**config.mk**
```make
export PLATFORM = sky130hd
export DESIGN_NAME = som_pic_writeback_flat
export DESIGN_NICKNAME = d
export VERILOG_FILES = /design/src/rtl/som_pic_writeback_pkg.sv /design/src/rtl/som_pic_writeback_if.sv /design/src/rtl/som_wb_fifo.sv /design/src/rtl/som_pic_writeback.sv /design/src/flat_wrapper.sv
export SDC_FILE = /design/constraint.sdc
export NUM_CORES = 1
export LEC_CHECK = 0
export CAP_MARGIN = 20
export CELL_PAD_IN_SITES_DETAIL_PLACEMENT = 1
export CELL_PAD_IN_SITES_GLOBAL_PLACEMENT = 1
export CORE_AREA = 3 3 631 633
export CTS_BUF_LIST = sky130_fd_sc_hd__clkbuf_2 sky130_fd_sc_hd__clkbuf_4 sky130_fd_sc_hd__clkbuf_8
export CTS_CLUSTER_DIAMETER = 150
export DETAILED_ROUTE_END_ITERATION = 8
export DIE_AREA = 0 0 634 636
export PLACE_DENSITY_LB_ADDON = 0.1
export SYNTH_ARGS = -nofsm -noshare
export SYNTH_HDL_FRONTEND = slang
export SYNTH_SLANG_ARGS = --single-unit
```
**constraint.sdc**
```tcl
create_clock -name clk -period 3.3 [get_ports clk]
set_clock_uncertainty 0.2 [all_clocks]
set_input_delay 0.33 -clock clk [delete_from_list [all_inputs] [get_ports clk]]
set_output_delay 0.33 -clock clk [all_outputs]
set_load 0.01 [all_outputs]
```
**src/rtl/som_pic_writeback_pkg.sv**
```systemverilog
// rtl/som_pic_writeback_pkg.sv - shared constants, FSM encodings and VEP index helper
package som_pic_writeback_pkg;

  localparam int VEP_WEIGHT_W = 24;
  localparam int GRID_DIM     = 8;
  localparam int N_VEP        = 64;
  localparam int PIC_ADDR_W   = 18;

  typedef enum logic [1:0] {
    ST_IDLE,
    ST_RUN,
    ST_DONE
  } state_e;

  typedef enum logic [1:0] {
    W_IDLE,
    W_SETUP,
    W_STROBE
  } wstate_e;

  // Row-major VEP number of the winner on the GRID_DIM x GRID_DIM array
  function automatic logic [5:0] vep_index(input logic [2:0] x, input logic [2:0] y);
    return 6'(int'(y) * GRID_DIM + int'(x));
  endfunction

endpackage

```
**src/rtl/som_pic_writeback_if.sv**
```systemverilog
// rtl/som_pic_writeback_if.sv - pixel/winner input handshake and RAM_PIC write bus
interface som_pic_writeback_if #(
  parameter int ADDR_W = 18,
  parameter int N_VEP  = 64
);
  logic                  in_valid;
  logic                  in_ready;
  logic [ADDR_W-1:0]     in_addr;
  logic [2:0]            winner_x;
  logic [2:0]            winner_y;
  logic [24*N_VEP-1:0]   weight_bus;
  logic                  RAM_PIC_OE;
  logic                  RAM_PIC_WE;
  logic [ADDR_W-1:0]     RAM_PIC_A;
  logic [23:0]           RAM_PIC_D;

  modport master (
    output in_valid, in_addr, winner_x, winner_y, weight_bus,
    input  in_ready, RAM_PIC_OE, RAM_PIC_WE, RAM_PIC_A, RAM_PIC_D
  );

  modport slave (
    input  in_valid, in_addr, winner_x, winner_y, weight_bus,
    output in_ready, RAM_PIC_OE, RAM_PIC_WE, RAM_PIC_A, RAM_PIC_D
  );
endinterface

```
**src/rtl/som_wb_fifo.sv**
```systemverilog
// rtl/som_wb_fifo.sv - synchronous FIFO with wrap-bit pointers, no push/pop bypass
module som_wb_fifo #(
  parameter int WIDTH = 42,
  parameter int DEPTH = 4
) (
  input  logic             clk,
  input  logic             rst,
  input  logic             clr,
  input  logic             wr_en,
  input  logic [WIDTH-1:0] wr_data,
  input  logic             rd_en,
  output logic [WIDTH-1:0] rd_data,
  output logic             full,
  output logic             empty
);
  localparam int PW = $clog2(DEPTH);

  logic [PW:0]      wr_ptr_q;
  logic [PW:0]      rd_ptr_q;
  logic [WIDTH-1:0] mem_q [DEPTH];

  assign full    = (wr_ptr_q[PW] != rd_ptr_q[PW]) && (wr_ptr_q[PW-1:0] == rd_ptr_q[PW-1:0]);
  assign empty   = (wr_ptr_q == rd_ptr_q);
  assign rd_data = mem_q[rd_ptr_q[PW-1:0]];

  always_ff @(posedge clk or posedge rst) begin
    if (rst) begin
      wr_ptr_q <= '0;
      rd_ptr_q <= '0;
    end else if (clr) begin
      wr_ptr_q <= '0;
      rd_ptr_q <= '0;
    end else begin
      if (wr_en && !full)  wr_ptr_q <= wr_ptr_q + 1'b1;
      if (rd_en && !empty) rd_ptr_q <= rd_ptr_q + 1'b1;
    end
  end

  always_ff @(posedge clk) begin
    if (wr_en && !full) mem_q[wr_ptr_q[PW-1:0]] <= wr_data;
  end
endmodule

```
**src/rtl/som_pic_writeback.sv**
```systemverilog
// rtl/som_pic_writeback.sv - captures winner VEP weights per pixel and writes them to RAM_PIC
module som_pic_writeback #(
  parameter int ADDR_W     = som_pic_writeback_pkg::PIC_ADDR_W,
  parameter int NUM_PIX    = 65536,
  parameter int N_VEP      = som_pic_writeback_pkg::N_VEP,
  parameter int FIFO_DEPTH = 4
) (
  input  logic clk,
  input  logic rst,
  input  logic start,
  output logic busy,
  output logic done,
  som_pic_writeback_if.slave bus
);
  import som_pic_writeback_pkg::*;

  localparam int CNT_W = $clog2(NUM_PIX) + 1;
  localparam int EW    = ADDR_W + VEP_WEIGHT_W;
  localparam int WB_W  = VEP_WEIGHT_W * N_VEP;
  localparam logic [CNT_W-1:0] NUM_PIX_C = CNT_W'(NUM_PIX);

  state_e                  state_q;
  wstate_e                 wstate_q;
  logic                    busy_q, done_q, we_q;
  logic [ADDR_W-1:0]       a_q;
  logic [VEP_WEIGHT_W-1:0] d_q;
  logic [CNT_W-1:0]        acc_cnt_q, acc_cnt_d;
  logic [CNT_W-1:0]        wr_cnt_q, wr_cnt_d;

  logic                    in_ready, push, pop, clr, wr_last;
  logic                    fifo_full, fifo_empty;
  logic [EW-1:0]           fifo_wdata, fifo_rdata;
  logic [WB_W-1:0]         wb;
  logic [VEP_WEIGHT_W-1:0] sel_w;

  assign wb         = bus.weight_bus;
  assign sel_w      = wb[VEP_WEIGHT_W*int'(vep_index(bus.winner_x, bus.winner_y)) +: VEP_WEIGHT_W];
  assign fifo_wdata = {bus.in_addr, sel_w};

  assign in_ready  = (state_q == ST_RUN) && !fifo_full && (acc_cnt_q < NUM_PIX_C);
  assign push      = bus.in_valid && in_ready;
  assign clr       = start && (state_q != ST_RUN);
  assign acc_cnt_d = push ? acc_cnt_q + CNT_W'(1) : acc_cnt_q;
  assign wr_cnt_d  = wr_cnt_q + CNT_W'(1);
  // The strobe that brings wr_cnt to NUM_PIX ends the frame on the same edge
  assign wr_last   = (wstate_q == W_STROBE) && (wr_cnt_d == NUM_PIX_C);
  assign pop       = (state_q == ST_RUN) && !fifo_empty &&
                     ((wstate_q == W_IDLE) || ((wstate_q == W_STROBE) && !wr_last));

  som_wb_fifo #(
    .WIDTH (EW),
    .DEPTH (FIFO_DEPTH)
  ) u_fifo (
    .clk     (clk),
    .rst     (rst),
    .clr     (clr),
    .wr_en   (push),
    .wr_data (fifo_wdata),
    .rd_en   (pop),
    .rd_data (fifo_rdata),
    .full    (fifo_full),
    .empty   (fifo_empty)
  );

  always_ff @(posedge clk or posedge rst) begin
    if (rst) begin
      state_q   <= ST_IDLE;
      busy_q    <= 1'b0;
      done_q    <= 1'b0;
      acc_cnt_q <= '0;
    end else begin
      case (state_q)
        ST_IDLE, ST_DONE: begin
          if (start) begin
            state_q   <= ST_RUN;
            busy_q    <= 1'b1;
            done_q    <= 1'b0;
            acc_cnt_q <= '0;
          end
        end
        ST_RUN: begin
          acc_cnt_q <= acc_cnt_d;
          if (wr_last) begin
            state_q <= ST_DONE;
            busy_q  <= 1'b0;
            done_q  <= 1'b1;
          end
        end
        default: begin
          state_q <= ST_IDLE;
          busy_q  <= 1'b0;
          done_q  <= 1'b0;
        end
      endcase
    end
  end

  always_ff @(posedge clk or posedge rst) begin
    if (rst) begin
      wstate_q <= W_IDLE;
      we_q     <= 1'b0;
      a_q      <= '0;
      d_q      <= '0;
      wr_cnt_q <= '0;
    end else if (state_q != ST_RUN) begin
      wstate_q <= W_IDLE;
      we_q     <= 1'b0;
      if (start) wr_cnt_q <= '0;
    end else begin
      case (wstate_q)
        W_IDLE: begin
          if (pop) begin
            {a_q, d_q} <= fifo_rdata;
            wstate_q   <= W_SETUP;
          end
        end
        W_SETUP: begin
          we_q     <= 1'b1;
          wstate_q <= W_STROBE;
        end
        W_STROBE: begin
          we_q     <= 1'b0;
          wr_cnt_q <= wr_cnt_d;
          if (pop) begin
            {a_q, d_q} <= fifo_rdata;
            wstate_q   <= W_SETUP;
          end else begin
            wstate_q <= W_IDLE;
          end
        end
        default: wstate_q <= W_IDLE;
      endcase
    end
  end

  assign bus.in_ready   = in_ready;
  assign bus.RAM_PIC_OE = 1'b0;
  assign bus.RAM_PIC_WE = we_q;
  assign bus.RAM_PIC_A  = a_q;
  assign bus.RAM_PIC_D  = d_q;
  assign busy           = busy_q;
  assign done           = done_q;
endmodule

```
**src/flat_wrapper.sv**
```systemverilog
// flat-port wrapper written by rule: the top's interface ports become plain ports
module som_pic_writeback_flat import som_pic_writeback_pkg::*;
#(
  parameter int ADDR_W     = som_pic_writeback_pkg::PIC_ADDR_W,
  parameter int NUM_PIX    = 65536,
  parameter int N_VEP      = som_pic_writeback_pkg::N_VEP,
  parameter int FIFO_DEPTH = 4
)
  (clk, rst, start, busy, done, bus_in_valid, bus_in_addr, bus_winner_x, bus_winner_y, bus_weight_bus, bus_in_ready, bus_RAM_PIC_OE, bus_RAM_PIC_WE, bus_RAM_PIC_A, bus_RAM_PIC_D);
  som_pic_writeback_if #(.ADDR_W(ADDR_W), .N_VEP(N_VEP)) bus_i ();
  input  logic clk;
  input  logic rst;
  input  logic start;
  output logic busy;
  output logic done;
  input wire logic [$bits(bus_i.in_valid)-1:0] bus_in_valid;
  input wire logic [$bits(bus_i.in_addr)-1:0] bus_in_addr;
  input wire logic [$bits(bus_i.winner_x)-1:0] bus_winner_x;
  input wire logic [$bits(bus_i.winner_y)-1:0] bus_winner_y;
  input wire logic [$bits(bus_i.weight_bus)-1:0] bus_weight_bus;
  output wire logic [$bits(bus_i.in_ready)-1:0] bus_in_ready;
  output wire logic [$bits(bus_i.RAM_PIC_OE)-1:0] bus_RAM_PIC_OE;
  output wire logic [$bits(bus_i.RAM_PIC_WE)-1:0] bus_RAM_PIC_WE;
  output wire logic [$bits(bus_i.RAM_PIC_A)-1:0] bus_RAM_PIC_A;
  output wire logic [$bits(bus_i.RAM_PIC_D)-1:0] bus_RAM_PIC_D;
  assign bus_i.in_valid = bus_in_valid;
  assign bus_i.in_addr = bus_in_addr;
  assign bus_i.winner_x = bus_winner_x;
  assign bus_i.winner_y = bus_winner_y;
  assign bus_i.weight_bus = bus_weight_bus;
  assign bus_in_ready = bus_i.in_ready;
  assign bus_RAM_PIC_OE = bus_i.RAM_PIC_OE;
  assign bus_RAM_PIC_WE = bus_i.RAM_PIC_WE;
  assign bus_RAM_PIC_A = bus_i.RAM_PIC_A;
  assign bus_RAM_PIC_D = bus_i.RAM_PIC_D;
  som_pic_writeback #(.ADDR_W(ADDR_W), .NUM_PIX(NUM_PIX), .N_VEP(N_VEP), .FIFO_DEPTH(FIFO_DEPTH)) u_core (.clk(clk), .rst(rst), .start(start), .busy(busy), .done(done), .bus(bus_i));
endmodule
```
==> impl_metrics.csv <==
group,metric,value,unit
synthesis,async_flop_share,0.344,
synthesis,synth_fp_nets,2814,
placement,placed_cell_area,46900,µm²
synthesis,synth_top_area_frac,0.549,
floorplan,num_io_pins,1611,
timing,drv_slew,0,
grt,antenna_found_initial,364,
timing,rsz0062_at_grt,"false",
timing,setup_violations,0,
cts,clockRootBuffer,"clkbuf_8",
cts,cts.sinks,256,
floorplan,fp.dieH,636,µm
grt,grt_pass1_vias,25713,
synthesis,netlist.top_cell.by_area,"mux4_2",
final_layout,fillers,45050,
grt,grt_pass1_wl,387000,µm
critical_path,start_kind,"flip-flop",
floorplan,start_util,0.0571,
run_status,outcome,"finished clean",
power,p_int,0.0123,W
worst_hold_path,hold_path_end,"u_core.u_fifo.mem_q[3][33]",
floorplan,floorplan.die_area,403000,µm²
critical_path,cp.required,3.71,ns
floorplan,core_area,393000,µm²
synthesis,synth-edff-count,168,
critical_path,cp-end-kind,"flip-flop",
synthesis,synth_warnings,0,
power,p_sw,0.00771,W
final_layout,syn2layout_area_growth,117,%
critical_path,worstPathArrival,3.49,ns
synthesis,synth_most_common_cell,"mux4_2",
synthesis,ys_seq_area_frac,0.323,
placement,gp_congestion,0.809,
critical_path,max_stage_delay,0.45,ns
critical_path,crit_chain,"ha_2 > nand4_2 > nor4_4 > xor2_1 > a2111oi_4 > a21boi_4 > buf_12 > mux2_4",
worst_hold_path,hold_path_depth,1,
cts,clock_latency,0.81,ns
power,switching_share,0.385,
final_layout,design_area,48700,µm²
power,p_leak,15.5,nW
cts,clk_pin_slew,0.06,ns
timing,setup_ws,0.218,ns
critical_path,worstReg2RegEnd,"u_core.bus.RAM_PIC_A[12]",
placement,place_ws,-0.359,ns
synthesis,synth_ff_type,"edfxtp_1",
timing,fmax,325,MHz
detailed_routing,routedWlPerCell,38.9,µm
placement,portBuffers,1609,
detailed_routing,avgViaCountPerCell,2.85,
detailed_routing,remaining_drc_errors,0,
detailed_routing,vias,23883,
detailed_routing,drt-pass1-iter-count,5,
critical_path,slowest_stage,"dfrtp_2",
detailed_routing,ant_nets,0,
final_layout,ff_latch_area,7260,µm²
cts,numCtsBuffers,60,
final_layout,multi_input_area,14400,µm²
timing,relSlewSlack,0.361,
synthesis,synth_adder_area_share,0.00447,
synthesis,syn_avg_cell_area,18.0,µm²
critical_path,cp_num_buf_inv,1,
grt,grt_max_degree,49,
timing,hold_viol_final,0,
critical_path,critPathTopFamily,"simple AND/OR/NAND/NOR gates",
detailed_routing,drt_wl_total,326000,µm
worst_hold_path,hp-start,"bus_in_addr[9]",
floorplan,die-width,634,µm
critical_path,path_class,"reg2reg",
worst_hold_path,hold_path.class,"in2reg",
floorplan,fp-row-count,230,
power,ir_drop,469,µV
grt,grt_overflow_total,0,
critical_path,worst-path-max-fanout,15,
synthesis,synth-xor-area-share,0.00586,
critical_path,reg2reg_depth,8,
synthesis,ys_ff_latch,256,
synthesis,yosys-top-cells-count,"mux4_2, edfxtp_1, dfrtp_1",
synthesis,synth_cell_types,58,
critical_path,r2r_slack,0.22,ns
synthesis,synth_compound_area_frac,0.0258,
cts,tritoncts,"built",
run,maxCapViolCount,0,
power,power_frac_seq,0.246,
synthesis,synthMuxAreaShare,0.577,
power,power.density,411,nW/µm²
placement,dpl.hpwl,295000,µm
synthesis,syn_area,22400,µm²
synthesis,synth_top_family_by_area,"multiplexers",
synthesis,synth-simple-area-share,0.0308,
timing,worst_slew_pin_slew,0.959,ns
detailed_routing,first_iter_violations,1511,
cts,clk_path_buf_depth,3,
cts,postCtsSetupBuffers,0,
synthesis,syn_inst,1242,
final_layout,drive_gt1_frac,0.305,
final_layout,nets,4572,
synthesis,synthTopCellsByArea,"mux4_2, edfxtp_1, dfrtp_1",
cts,h-tree-depth,2,
power,comb_power_share,0.544,
critical_path,rr_startpoint,"u_core.wr_cnt_q[0]",
grt,grt_use_total,0.157,
power,p_clk_frac,0.210,
timing,min_period,3.08,ns
timing,fin_crit_sh,0.934,
## layer usage
metal / routed length, µm / up-vias / track usage
li1: - / 9371 / -
met1: 129000 / 12294 / 0.182
met2: 160000 / 1377 / 0.274
met3: 30500 / 607 / 0.0678
met4: 4140 / 234 / 0.0124
met5: 1570 / - / 0
## kinds of logic after synthesis
family / Yosys count
other cells: 1
buf+inv: 158
compound gates: 87
flops: 256
mux: 589
xor+xnor: 15
fa+ha+maj: 8
simple gates: 128
## area by class of cell
class	count	share of cell area
clock buffer	80	0.0204
inverter	13	0.00105
multi-input combinational	828	0.297
tap	5220	0.134
timing repair buffer	1841	0.387
clock inverter	33	0.00619
sequential	256	0.149
antenna	109	0.00560
## timing repair
action | in CTS | in global routing
hold buffers | 18 | 0
hold endpoints to repair | 103 | 0
endpoints found under the setup margin | 0 | 23
resized for setup | 0 | 2
## layout by cell type (no fill, tap or decap), types with 11 or more instances in the layout
cell,count
mux2_4,38
buf_12,75
edfxtp_1,168
a21oi_1,18
xor2_1,11
nand4_1,11
buf_4,141
diode_2,109
clkdlybuf4s50_1,1603
o21ai_0,34
mux4_2,546
dfrtp_1,85
clkinv_2,14
nand2_1,33
nor2_1,28
clkbuf_4,17
inv_1,12
clkinv_1,11
dlygate4sd3_1,18
clkbuf_8,63
nand3_1,12
## through the flow
stage	TNS (ns)	hold WS [ns]	std cells	utilization	power, W
6_report	0	0.129	8380	0.124	0.0200
3_3_place_gp	-20.95	0.298	8140	0.120	0.0164
3_5_place_dp	-22.29	0.307	8140	0.120	0.0164
5_1_grt	0	0.0833	8282	0.123	0.0213
4_1_cts	0	0.0380	8271	0.123	0.0210
2_1_floorplan	0	0.229	1242	-	0.00927
## power groups by stage
stage,registers [W],logic (W),clock network [W]
after floorplan,0.00494,0.00434,0
final,0.00491,0.0109,0.00421
after CTS,0.00494,0.0115,0.00455
after global placement,0.00498,0.0114,0
after detailed placement,0.00499,0.0114,0
after global routing,0.00502,0.0116,0.00464
## registers in the layout (all words and copies together) (netlist names)
name	count
u_core.state_q	1
u_core.u_fifo.rd_ptr_q	3
u_core.bus.RAM_PIC_D	24
u_core.u_fifo.wr_ptr_q	3
u_core.bus.RAM_PIC_WE	1
u_core.bus.RAM_PIC_A	18
u_core.u_fifo.mem_q	168
u_core.busy	1
u_core.done	1
u_core.wstate_q	2
u_core.wr_cnt_q	17
u_core.acc_cnt_q	17
## how the worst max path moves through the flow
stage | start | end | depth (start not counted)
6_report | u_core.wr_cnt_q[0] | u_core.bus.RAM_PIC_A[12] | 8
5_1_grt | u_core.wr_cnt_q[2] | u_core.bus.RAM_PIC_A[12] | 7
4_1_cts | u_core.wr_cnt_q[0] | u_core.bus.RAM_PIC_A[12] | 8
3_5_place_dp | bus_winner_x[0] | u_core.u_fifo.mem_q[3][6] | 7
3_3_place_gp | bus_winner_x[0] | u_core.u_fifo.mem_q[0][6] | 7
2_1_floorplan | u_core.u_fifo.rd_ptr_q[1] | u_core.u_fifo.mem_q[3][0] | 6
Power figures use the tool's default switching activity.
